[src/rtl/alu_pkg.sv]
// Shared types for the pipelined ALU: the wide-operand control word and the
// multiplier operand-select codes.
package alu_pkg;

    typedef struct packed {
        logic       pre_x_en;
        logic       pre_x_sub;
        logic       pre_y_en;
        logic       pre_y_sub;
        logic [2:0] mul_x_sel;
        logic       mul_x_en;
        logic [2:0] mul_y_sel;
        logic       mul_y_en;
        logic       post_en;
        logic       post_sub;
        logic       acc_en;
        logic       acc_clr;
    } alu_ctrl_w_t;

    localparam logic [2:0] MUL_SEL_IN0   = 3'd0;
    localparam logic [2:0] MUL_SEL_IN1   = 3'd1;
    localparam logic [2:0] MUL_SEL_PRE   = 3'd2;
    localparam logic [2:0] MUL_SEL_OTHER = 3'd3;
    localparam logic [2:0] MUL_SEL_ONE   = 3'd4;

endpackage

[src/rtl/alu_pipe_nb_if.sv]
// Command/result bus between op decode (master) and the pipelined ALU (slave).
interface alu_pipe_nb_if #(
    parameter int W = 4
);
    localparam int P = 2 * W + 2;

    logic [W-1:0]         x0;
    logic [W-1:0]         x1;
    logic [W-1:0]         y0;
    logic [W-1:0]         y1;
    alu_pkg::alu_ctrl_w_t ctrl;
    logic                 cmd_valid;
    logic                 cmd_ready;
    logic                 res_valid;
    logic                 res_ready;
    logic [P-1:0]         res_q;
    logic                 carry_q;

    modport master (
        output x0, x1, y0, y1, ctrl, cmd_valid, res_ready,
        input  cmd_ready, res_valid, res_q, carry_q
    );

    modport slave (
        input  x0, x1, y0, y1, ctrl, cmd_valid, res_ready,
        output cmd_ready, res_valid, res_q, carry_q
    );
endinterface

[src/rtl/alu_res_fifo.sv]
// Result FIFO: power-of-two depth, head visible combinationally, zero when empty.
module alu_res_fifo #(
    parameter int WIDTH = 11,
    parameter int DEPTH = 2
) (
    input  logic                   clk,
    input  logic                   rst,
    input  logic                   i_push,
    input  logic [WIDTH-1:0]       i_data,
    input  logic                   i_pop,
    output logic [$clog2(DEPTH):0] o_count,
    output logic [WIDTH-1:0]       o_head
);
    localparam int AW = $clog2(DEPTH);

    logic [WIDTH-1:0] r_mem [DEPTH];
    logic [AW-1:0]    r_wr_ptr;
    logic [AW-1:0]    r_rd_ptr;
    logic [AW:0]      r_count;

    // NOTE: storage is not reset; the head is masked by count, so stale entries are never visible.
    always_ff @(posedge clk) begin
        if (i_push) r_mem[r_wr_ptr] <= i_data;
    end

    // NOTE: sequential state uses non-blocking assignments so every register samples pre-edge values.
    always_ff @(posedge clk or posedge rst) begin
        if (rst) begin
            r_wr_ptr <= '0;
            r_rd_ptr <= '0;
            r_count  <= '0;
        end else begin
            if (i_push) r_wr_ptr <= r_wr_ptr + AW'(1);
            if (i_pop)  r_rd_ptr <= r_rd_ptr + AW'(1);
            case ({i_push, i_pop})
                2'b10:   r_count <= r_count + (AW + 1)'(1);
                2'b01:   r_count <= r_count - (AW + 1)'(1);
                default: r_count <= r_count;
            endcase
        end
    end

    assign o_count = r_count;
    assign o_head  = (r_count != '0) ? r_mem[r_rd_ptr] : '0;
endmodule

[src/rtl/alu_pipe_nb.sv]
// Pipelined ALU: S1 registers pre-add/multiply products, S2 post-adds and
// accumulates combinationally into a credit-checked result FIFO.
module alu_pipe_nb
    import alu_pkg::*;
#(
    parameter int W     = 4,
    parameter int DEPTH = 2
) (
    input  logic         clk,
    input  logic         rst,
    alu_pipe_nb_if.slave bus
);
    localparam int PW = W + 1;
    localparam int P  = 2 * W + 2;
    localparam int CW = $clog2(DEPTH) + 1;

    function automatic logic [PW-1:0] pre_add(input logic en, input logic sub,
                                              input logic [W-1:0] in0, input logic [W-1:0] in1);
        logic [PW-1:0] a;
        logic [PW-1:0] b;
        a = PW'(in0);
        b = PW'(in1);
        pre_add = a;
        if (en) pre_add = sub ? (a - b) : (a + b);
    endfunction

    function automatic logic [PW-1:0] mul_pick(input logic [2:0] sel, input logic [W-1:0] in0,
                                               input logic [W-1:0] in1, input logic [PW-1:0] pre,
                                               input logic [W-1:0] other);
        case (sel)
            MUL_SEL_IN0:   mul_pick = PW'(in0);
            MUL_SEL_IN1:   mul_pick = PW'(in1);
            MUL_SEL_PRE:   mul_pick = pre;
            MUL_SEL_OTHER: mul_pick = PW'(other);
            MUL_SEL_ONE:   mul_pick = PW'(1);
            default:       mul_pick = '0;
        endcase
    endfunction

    function automatic logic [P-1:0] mul(input logic en, input logic [PW-1:0] m0,
                                         input logic [PW-1:0] m1);
        mul = en ? (P'(m0) * P'(m1)) : {m0, m1};
    endfunction

    logic [PW-1:0] w_pre_x, w_pre_y, w_m1_x, w_m1_y;
    logic [P-1:0]  w_prod_x, w_prod_y;
    logic          w_accept;

    assign w_pre_x  = pre_add(bus.ctrl.pre_x_en, bus.ctrl.pre_x_sub, bus.x0, bus.x1);
    assign w_pre_y  = pre_add(bus.ctrl.pre_y_en, bus.ctrl.pre_y_sub, bus.y0, bus.y1);
    assign w_m1_x   = mul_pick(bus.ctrl.mul_x_sel, bus.x0, bus.x1, w_pre_x, bus.y1);
    assign w_m1_y   = mul_pick(bus.ctrl.mul_y_sel, bus.y0, bus.y1, w_pre_y, bus.x1);
    assign w_prod_x = mul(bus.ctrl.mul_x_en, w_pre_x, w_m1_x);
    assign w_prod_y = mul(bus.ctrl.mul_y_en, w_pre_y, w_m1_y);
    assign w_accept = bus.cmd_valid && bus.cmd_ready;

    logic         r_s1_valid;
    logic [P-1:0] r_prod_x, r_prod_y;
    logic         r_post_en, r_post_sub, r_acc_en, r_acc_clr;
    logic [P-1:0] r_acc;

    always_ff @(posedge clk or posedge rst) begin
        if (rst) begin
            r_s1_valid <= 1'b0;
            r_prod_x   <= '0;
            r_prod_y   <= '0;
            r_post_en  <= 1'b0;
            r_post_sub <= 1'b0;
            r_acc_en   <= 1'b0;
            r_acc_clr  <= 1'b0;
        end else begin
            r_s1_valid <= w_accept;
            if (w_accept) begin
                r_prod_x   <= w_prod_x;
                r_prod_y   <= w_prod_y;
                r_post_en  <= bus.ctrl.post_en;
                r_post_sub <= bus.ctrl.post_sub;
                r_acc_en   <= bus.ctrl.acc_en;
                r_acc_clr  <= bus.ctrl.acc_clr;
            end
        end
    end

    logic [P:0]   w_post_sum, w_acc_sum;
    logic [P-1:0] w_post_res, w_wr_res;
    logic         w_post_carry, w_wr_carry;

    // NOTE: every always_comb output gets a default first, so no path can leave a latch behind.
    always_comb begin
        w_post_sum   = r_post_sub ? ({1'b0, r_prod_x} - {1'b0, r_prod_y})
                                  : ({1'b0, r_prod_x} + {1'b0, r_prod_y});
        w_post_res   = {r_prod_x[W:0], r_prod_y[W:0]};
        w_post_carry = 1'b0;
        if (r_post_en) begin
            w_post_res   = w_post_sum[P-1:0];
            w_post_carry = w_post_sum[P];
        end
        w_acc_sum  = {1'b0, r_acc} + {1'b0, w_post_res};
        w_wr_res   = w_post_res;
        w_wr_carry = w_post_carry;
        if (!r_acc_clr && r_acc_en) begin
            w_wr_res   = w_acc_sum[P-1:0];
            w_wr_carry = w_acc_sum[P];
        end
    end

    // Both clear and accumulate leave acc holding exactly the value written to the FIFO.
    always_ff @(posedge clk or posedge rst) begin
        if (rst) begin
            r_acc <= '0;
        end else if (r_s1_valid && (r_acc_clr || r_acc_en)) begin
            r_acc <= w_wr_res;
        end
    end

    logic [CW-1:0] w_count;
    logic [P:0]    w_head;
    logic          w_pop;
    logic [CW:0]   w_credit;

    alu_res_fifo #(
        .WIDTH (P + 1),
        .DEPTH (DEPTH)
    ) u_fifo (
        .clk     (clk),
        .rst     (rst),
        .i_push  (r_s1_valid),
        .i_data  ({w_wr_carry, w_wr_res}),
        .i_pop   (w_pop),
        .o_count (w_count),
        .o_head  (w_head)
    );

    // Credit check counts the S1 entry so it always finds a free FIFO slot.
    assign w_pop         = (w_count != '0) && bus.res_ready;
    assign w_credit      = {1'b0, w_count} + (CW + 1)'(r_s1_valid) - (CW + 1)'(w_pop);
    assign bus.cmd_ready = w_credit < (CW + 1)'(DEPTH);
    assign bus.res_valid = w_count != '0;
    assign bus.res_q     = w_head[P-1:0];
    assign bus.carry_q   = w_head[P];
endmodule

[src/flat_wrapper.sv]
// flat-port wrapper written by rule: the top's interface ports become plain ports
module alu_pipe_nb_flat import alu_pkg::*;
#(
    parameter int W     = 4,
    parameter int DEPTH = 2
)
  (clk, rst, bus_x0, bus_x1, bus_y0, bus_y1, bus_ctrl, bus_cmd_valid, bus_res_ready, bus_cmd_ready, bus_res_valid, bus_res_q, bus_carry_q);
  alu_pipe_nb_if #(.W(W)) bus_i ();
  input  logic clk;
  input  logic rst;
  input wire logic [$bits(bus_i.x0)-1:0] bus_x0;
  input wire logic [$bits(bus_i.x1)-1:0] bus_x1;
  input wire logic [$bits(bus_i.y0)-1:0] bus_y0;
  input wire logic [$bits(bus_i.y1)-1:0] bus_y1;
  input wire logic [$bits(bus_i.ctrl)-1:0] bus_ctrl;
  input wire logic [$bits(bus_i.cmd_valid)-1:0] bus_cmd_valid;
  input wire logic [$bits(bus_i.res_ready)-1:0] bus_res_ready;
  output wire logic [$bits(bus_i.cmd_ready)-1:0] bus_cmd_ready;
  output wire logic [$bits(bus_i.res_valid)-1:0] bus_res_valid;
  output wire logic [$bits(bus_i.res_q)-1:0] bus_res_q;
  output wire logic [$bits(bus_i.carry_q)-1:0] bus_carry_q;
  assign bus_i.x0 = bus_x0;
  assign bus_i.x1 = bus_x1;
  assign bus_i.y0 = bus_y0;
  assign bus_i.y1 = bus_y1;
  assign bus_i.ctrl = bus_ctrl;
  assign bus_i.cmd_valid = bus_cmd_valid;
  assign bus_i.res_ready = bus_res_ready;
  assign bus_cmd_ready = bus_i.cmd_ready;
  assign bus_res_valid = bus_i.res_valid;
  assign bus_res_q = bus_i.res_q;
  assign bus_carry_q = bus_i.carry_q;
  alu_pipe_nb #(.W(W), .DEPTH(DEPTH)) u_core (.clk(clk), .rst(rst), .bus(bus_i));
endmodule
[config.mk]
export PLATFORM = sky130hd
export DESIGN_NAME = alu_pipe_nb_flat
export DESIGN_NICKNAME = d
export VERILOG_FILES = /design/src/rtl/alu_pkg.sv /design/src/rtl/alu_pipe_nb_if.sv /design/src/rtl/alu_res_fifo.sv /design/src/rtl/alu_pipe_nb.sv /design/src/flat_wrapper.sv
export SDC_FILE = /design/constraint.sdc
export NUM_CORES = 1
export LEC_CHECK = 0
export BUFFER_PORTS_ARGS = -buffer_cell sky130_fd_sc_hd__buf_2
export CAP_MARGIN = 20
export CORE_ASPECT_RATIO = 0.7
export CORE_MARGIN = 4
export CORE_UTILIZATION = 55
export DETAILED_ROUTE_END_ITERATION = 7
export PLACE_DENSITY = 0.82
export SYNTH_ARGS = -nofsm -noshare
export SYNTH_HDL_FRONTEND = slang
export SYNTH_SLANG_ARGS = --single-unit
[constraint.sdc]
create_clock -name clk -period 4 [get_ports clk]
set_input_delay 0.8 -clock clk [delete_from_list [all_inputs] [get_ports clk]]
set_output_delay 0.8 -clock clk [all_outputs]
set_load 0.02 [all_outputs]
**Yosys cells after proc, flatten, opt, wreduce, memory -nomap -nowiden**

Memories as Yosys holds them, arrays and structs flattened.
Index checks and enable logic that the tools add are counted.

- Memories: 1
- Flip-flop bits (word level): 39
- Input bits: 36
- Logic and storage cells: 65
- Output and inout bits: 13
- RAM bits: 22

Memories:

| name | depth | bits a word | read ports | clocked after Yosys merged registers in | wr ports | RTL line | RTL |
|---|---|---|---|---|---|---|---|
| u_core.u_fifo.r_mem | 2 | 11 | 1 | 0 | 1 | alu_res_fifo.sv:16 | `logic [WIDTH-1:0] r_mem [DEPTH];` |

- Reductions and logical operators: 10
- Eq/ne operators: 10
- Mux-type cells: 17
- Add/subtract/negate cells: 13
- Multipliers: 2
- Magnitude comparators: 1

Operators with widths:

| operator | number |
|---|---|
| case mux 5 bit (5 select lines) | 2 |
| 2-to-1 mux 10 bit | 4 |
| adder 10 x 10 -> 11 bit | 2 |
| 2-to-1 mux 11 bit | 2 |
| multiplier 5 x 5 -> 10 bit | 2 |
| 2-to-1 mux 5 bit | 4 |
| equality test 3 x 2 -> 1 bit, second input constant | 4 |
| subtractor 10 x 10 -> 11 bit | 1 |
| adder 4 x 4 -> 5 bit | 2 |
| subtractor 4 x 4 -> 5 bit | 2 |
| equality test 3 x 1 -> 1 bit, second input constant | 2 |
| equality test 3 bit, second input constant | 2 |
| zero test 3 bit | 2 |
| logical AND 1 bit | 4 |
| 2-to-1 mux 1 bit | 4 |
| case mux 2 bit (2 select lines) | 1 |
| nonzero test 2 bit | 2 |
| adder 2 x 1 -> 3 bit | 1 |
| less-than comparator 3 x 2 -> 1 bit, second input constant | 1 |
| subtractor 3 x 1 -> 3 bit | 1 |
| adder 1 bit, second input constant | 2 |
| adder 2 x 1 -> 2 bit, second input constant | 1 |
| equality test 2 x 1 -> 1 bit, second input constant | 1 |
| equality test 2 bit, second input constant | 1 |
| other kinds (3) | 3 |

**Depth between registers and ports, before layout**

- Depth after elaboration: 6
- Mapped depth: 23

**By module**

Synthesis repeated with hierarchy kept, for this count alone.

- Cells, all modules: 686
- Area, all modules: 6119.6 sq um

Modules (own cells, without submodules):

| module | times used | sequential area each (sq um) | cells each | area an instance (sq um) |
|---|---|---|---|---|
| alu_pipe_nb | 1 | 875.8 | 624 | 5109.9 |
| alu_res_fifo | 1 | 760.7 | 62 | 1009.7 |

**Worst setup path before layout**

OpenSTA, ideal clock, no wires.

- Kind: input to register
- Start point: input port bus_x1[0]
- End point: register u_core.r_prod_x[9]
- Library setup time: 146 ps
- Arrival: 5667 ps
- Buffers on the path: 0
- Stages on the path: 22
- Path slack: -1813 ps
- Cell sequence: inv_1 -> ha_1 -> mux2_2 -> inv_1 -> ha_1 -> nor2b_1 -> o21ai_0 -> mux2i_1 -> nand2_1 -> a211oi_1 -> or2_2 -> fa_1 -> fa_1 -> fa_1 -> inv_1 -> ha_1 -> nand3_1 -> o2111ai_1 -> a21o_1 -> a21oi_1 -> xnor2_1 -> o221ai_1

- Longest elaborated chain between the ends: 6
- Elaborated cells on any way between the ends: 7

Ends and longest elaborated chain:

| item | RTL line | RTL |
|---|---|---|
| start, declared | flat_wrapper.sv:12 | `input wire logic [$bits(bus_i.x1)-1:0] bus_x1;` |
| adder 4 x 4 -> 5 bit or subtractor 4 x 4 -> 5 bit (tied branches) | alu_pipe_nb.sv:24 | `if (en) pre_add = sub ? (a - b) : (a + b);` |
| 2-to-1 mux 5 bit (2 in series) | alu_pipe_nb.sv:24 |  |
| case mux 5 bit (5 select lines) | alu_pipe_nb.sv:30 | `case (sel)` |
| multiplier 5 x 5 -> 10 bit | alu_pipe_nb.sv:42 | `mul = en ? (P'(m0) * P'(m1)) : {m0, m1};` |
| 2-to-1 mux 10 bit * | alu_pipe_nb.sv:42 |  |
| end signal, assigned | alu_pipe_nb.sv:74 | `r_prod_x <= w_prod_x;` |
| end, declared | alu_pipe_nb.sv:58 | `logic [P-1:0] r_prod_x, r_prod_y;` |

Every way passes the cells marked *; elsewhere a longest branch is shown, timed or not.
A chain may end at the register's enable or synchronous reset.

**Worst setup path in the final report**

- Start point: input port bus_x1[1]
- End point: register u_core.r_prod_x[6]

Same word-level chain as after synthesis.

==> flow_summary.yaml <==
floorplanning:
  rows: 32
  die-width_microns: 135
  fp.dieH_microns: 96.6
  core_sq_um: 11000
  ios: 49
  dieArea_sq_um: 13000
  initial_core_util_pct: 56.2
sta:
  worst_pin_slew_ns: 1.30
  setup_viol: 23
  slew_headroom_pct: 13.1
  fmax_ghz: 0.190
  finalCriticalPeriod_ns: 5.27
  whs_ns: 0.520
  hold_viol_final: 0
  skew_ns: 0.0193
  min_period_over_period_pct: 132
  fin_ws_ns: -1.27
  fin_setup_tns_ns: -15.66
  slew_violations: 0
  grt_setup_unrepaired: "true"
logic_synthesis:
  synth-compound-area-share_pct: 16.3
  yosysUniqueCellTypes: 58
  syn_avg_cell_area_sq_um: 8.70
  synth_xor_area_share_pct: 6.11
  synthAdderAreaFrac_pct: 21.5
  synth_top_family_by_area: "adder cells"
  ys_seq_area_share_pct: 26.5
  yosys_warnings: 0
  async_flop_share_pct: 63.9
  ys_ff_latch: 61
  synth-simple-area-share_pct: 17.1
  synth_nets: 837
  postSynthCellCount: 709
  synthMuxAreaShare_pct: 6.94
  synth_area_sq_um: 6170
  synth_ff_type: "dfrtp_1"
  synth_edf_count: 22
global_routing:
  grt_pass1_vias: 6265
  grt_usage_pct: 29.4
  grt_max_degree: 40
  overflow: 0
  grt_pass1_wl_mm: 30.7
  antenna_found_initial: 1
  grt.met3_usage_pct: 5.54
  gr-usage-met1_pct: 38.7
  grtUsageMet2_pct: 49.7
  grt.busiest_layer: "met2"
clocking:
  cts.sinks: 61
  cts_tree: "built"
  postCtsHoldBufs: 0
  worst_skew_pair.late_latency_ns: 0.35
  ctsHtreeMaxLevel: 3
  clockBufferDepth: 2
  root_buffer: "clkbuf_16"
  numCtsBuffers: 9
  cts.clk_slew.worst_paths_ns: 0.05
critical_path:
  crit_path_frequent_cell: "fa_1"
  worst-path-buf-inv: 4
  worst_ep_arrival_time_ns: 5.51
  critPathKind: "primary input to flop"
  r2r_cells: 17
  slowest_delay_ns: 0.51
  start_kind: "primary input"
  cp_max_fo: 3
  cp_slowest_cell: "fa_1"
  crit_path_cell_trace: "buf_12 -> inv_12 -> ha_4 -> mux2_4 -> fa_2 -> nor2b_1 -> o21a_1 -> o21a_1 -> o21ai_1 -> nand2b_4 -> or2_2 -> fa_1 -> fa_1 -> fa_1 -> inv_2 -> ha_4 -> buf_4 -> a21o_1 -> a21oi_4 -> xnor2_1 -> a21oi_1 -> o21ai_1"
  reg2reg_slack_ns: -0.19
  cp_data_required_time_ns: 4.24
  end_kind: "flop"
  timing.rr.start: "u_core.r_prod_y[3]"
  critical-path-top-delay-family: "adder cells"
  r2r_end: "u_core.u_fifo.r_mem[1][9]"
detailed_routing:
  drc: 0
  wl_mm: 22.5
  post_drt_wl_per_cell_microns: 22.0
  drt_iter0_drc: 1090
  first_pass_iters: 6
  vias: 6663
  drt-vias-per-instance: 6.50
  ant_nets: 0
pwr:
  power_density_nw_per_um2: 898
  vdd_drop_max_v: 0.000625
  power_w: 0.00771
  cellLeakagePower_nw: 4.01
finish:
  finalNetCount: 994
  syn2layout_area_growth_pct: 39.2
  drive_gt1_share_pct: 38.0
  final_cell_mix: "buf_4 (113), nor2_1 (78), nand2_1 (62), inv_1 (52), ha_1 (45)"
  layout_commonest_cell: "buf_4"
  fin_cells: 1025
placed_design:
  place_congestion: 0.936
  place_hpwl_mm: 12.9
  place_inst: 983
  numPortBuffers: 48
flow_run:
  cap_violations: 0
hold_path:
  hold_start: "u_core.u_fifo.r_wr_ptr"
  hold_class: "flop to flop"
  hold_path_end: "u_core.u_fifo.r_wr_ptr"
  min_delay_path_depth: 1
run_status:
  violations: "negative setup slack"
  status: "finished, violations left"
## layer usage
layer	routed length [microns]	vias to the layer above
met5	0	-
met4	1290	0
met3	2730	168
met2	9980	590
met1	8540	3120
li1	-	2785
## per-stage QoR
stage	setup slack, ns	instance area (sq um)	util (%)
finish	-1.27	8590	78.3
global route	-1.46	8590	78.3
CTS	-1.15	8140	74.2
floorplan	-1.32	6360	-
global placement	-1.51	7410	67.5
detailed placement	-1.63	7410	67.5
## power by group
part | internal [W] | switching [W] | total [W]
logic | 0.00247 | 0.00320 | 0.00567
clock network | 0.000469 | 0.000282 | 0.000751
registers | 0.000983 | 0.000301 | 0.00128
## registers in the layout, indices dropped and copies added, names as in the netlist
signal	flops
u_core.r_prod_x	10
u_core.u_fifo.r_rd_ptr	1
u_core.u_fifo.r_mem	22
u_core.r_acc	10
u_core.u_fifo.r_wr_ptr	1
u_core.r_s1_valid	1
u_core.r_acc_clr	1
u_core.r_post_en	1
u_core.r_acc_en	1
u_core.r_post_sub	1
u_core.u_fifo.o_count	2
u_core.r_prod_y	10
## Yosys cell counts (2+ instances only)
| library cell | number | area share (%) |
|---|---|---|
| mux4_2 | 2 | 0.73 |
| nor3_1 | 8 | 0.65 |
| o221ai_1 | 3 | 0.43 |
| buf_6 | 2 | 0.37 |
| or3_1 | 4 | 0.41 |
| xnor2_1 | 36 | 5.1 |
| a211oi_1 | 6 | 0.73 |
| and3_1 | 2 | 0.20 |
| nor4_1 | 2 | 0.20 |
| nor3b_1 | 4 | 0.49 |
| o21ai_1 | 2 | 0.16 |
| clkbuf_1 | 15 | 0.91 |
| o31a_1 | 5 | 0.71 |
| buf_1 | 4 | 0.24 |
| ha_1 | 69 | 14 |
| buf_2 | 2 | 0.16 |
| or2_2 | 14 | 1.4 |
| nand2_1 | 62 | 3.8 |
| mux2i_1 | 21 | 3.4 |
| nor2b_1 | 11 | 1.1 |
| nand2b_1 | 15 | 1.5 |
| o21a_1 | 14 | 1.7 |
| xor2_1 | 7 | 0.99 |
| a21oi_1 | 45 | 3.7 |
| a31oi_1 | 6 | 0.61 |
| a211o_1 | 4 | 0.57 |
| nor2_1 | 89 | 5.4 |
| a21o_1 | 10 | 1.2 |
| edfxtp_1 | 22 | 11 |
| inv_1 | 64 | 3.9 |
| o2111ai_1 | 4 | 0.57 |
| dfrtp_1 | 39 | 16 |
| fa_1 | 23 | 7.5 |
| and2_1 | 4 | 0.41 |
| o21ai_0 | 32 | 2.6 |
| o21bai_1 | 2 | 0.24 |
| a311oi_1 | 2 | 0.28 |
| o31ai_1 | 4 | 0.49 |
| o211ai_1 | 4 | 0.49 |
| o22ai_1 | 4 | 0.41 |
| nand3_1 | 11 | 0.89 |
| mux2_2 | 14 | 2.6 |
## cell type report
class                   instances  area (sq um)
fillers                       582          2380
flip-flops and latches         61          1640
inverters                      64           268
multi-input cells             561          4980
clock buffers                  15           278
well taps                     153           191
clock inverters                 1          5.00
diodes                          1          2.50
repair buffers                169          1220
## what timing repair did
action / CTS / global route
buffers inserted: 14 / 12
setup endpoints to repair: 23 / 29
endpoints found under the hold margin: 0 / 0
gates resized for setup: 68 / 67
pin swaps: 55 / 64
## worst max path at each step
stage	endpoint	slack (ns)	depth (start not counted)	start
floorplan	u_core.r_prod_x[9]	-1.32	22	bus_x1[1]
global placement	u_core.r_prod_y[9]	-1.51	21	bus_y1[1]
detailed placement	u_core.r_prod_y[9]	-1.63	21	bus_y1[1]
CTS	u_core.r_prod_y[9]	-1.15	21	bus_y1[1]
global route	u_core.r_prod_x[6]	-1.46	22	bus_x1[1]
finish	u_core.r_prod_x[6]	-1.27	22	bus_x1[1]
## cell families (layout without fill, tap and decap cells)
family / Yosys count / in the layout
simple gates: 231 / 231
flops: 61 / 61
mux: 38 / 38
other cells: 0 / 1
fa+ha+maj: 92 / 92
compound gates: 157 / 157
xor+xnor: 43 / 43
buf+inv: 87 / 249
No activity file was read; power rests on OpenSTA's default activity.
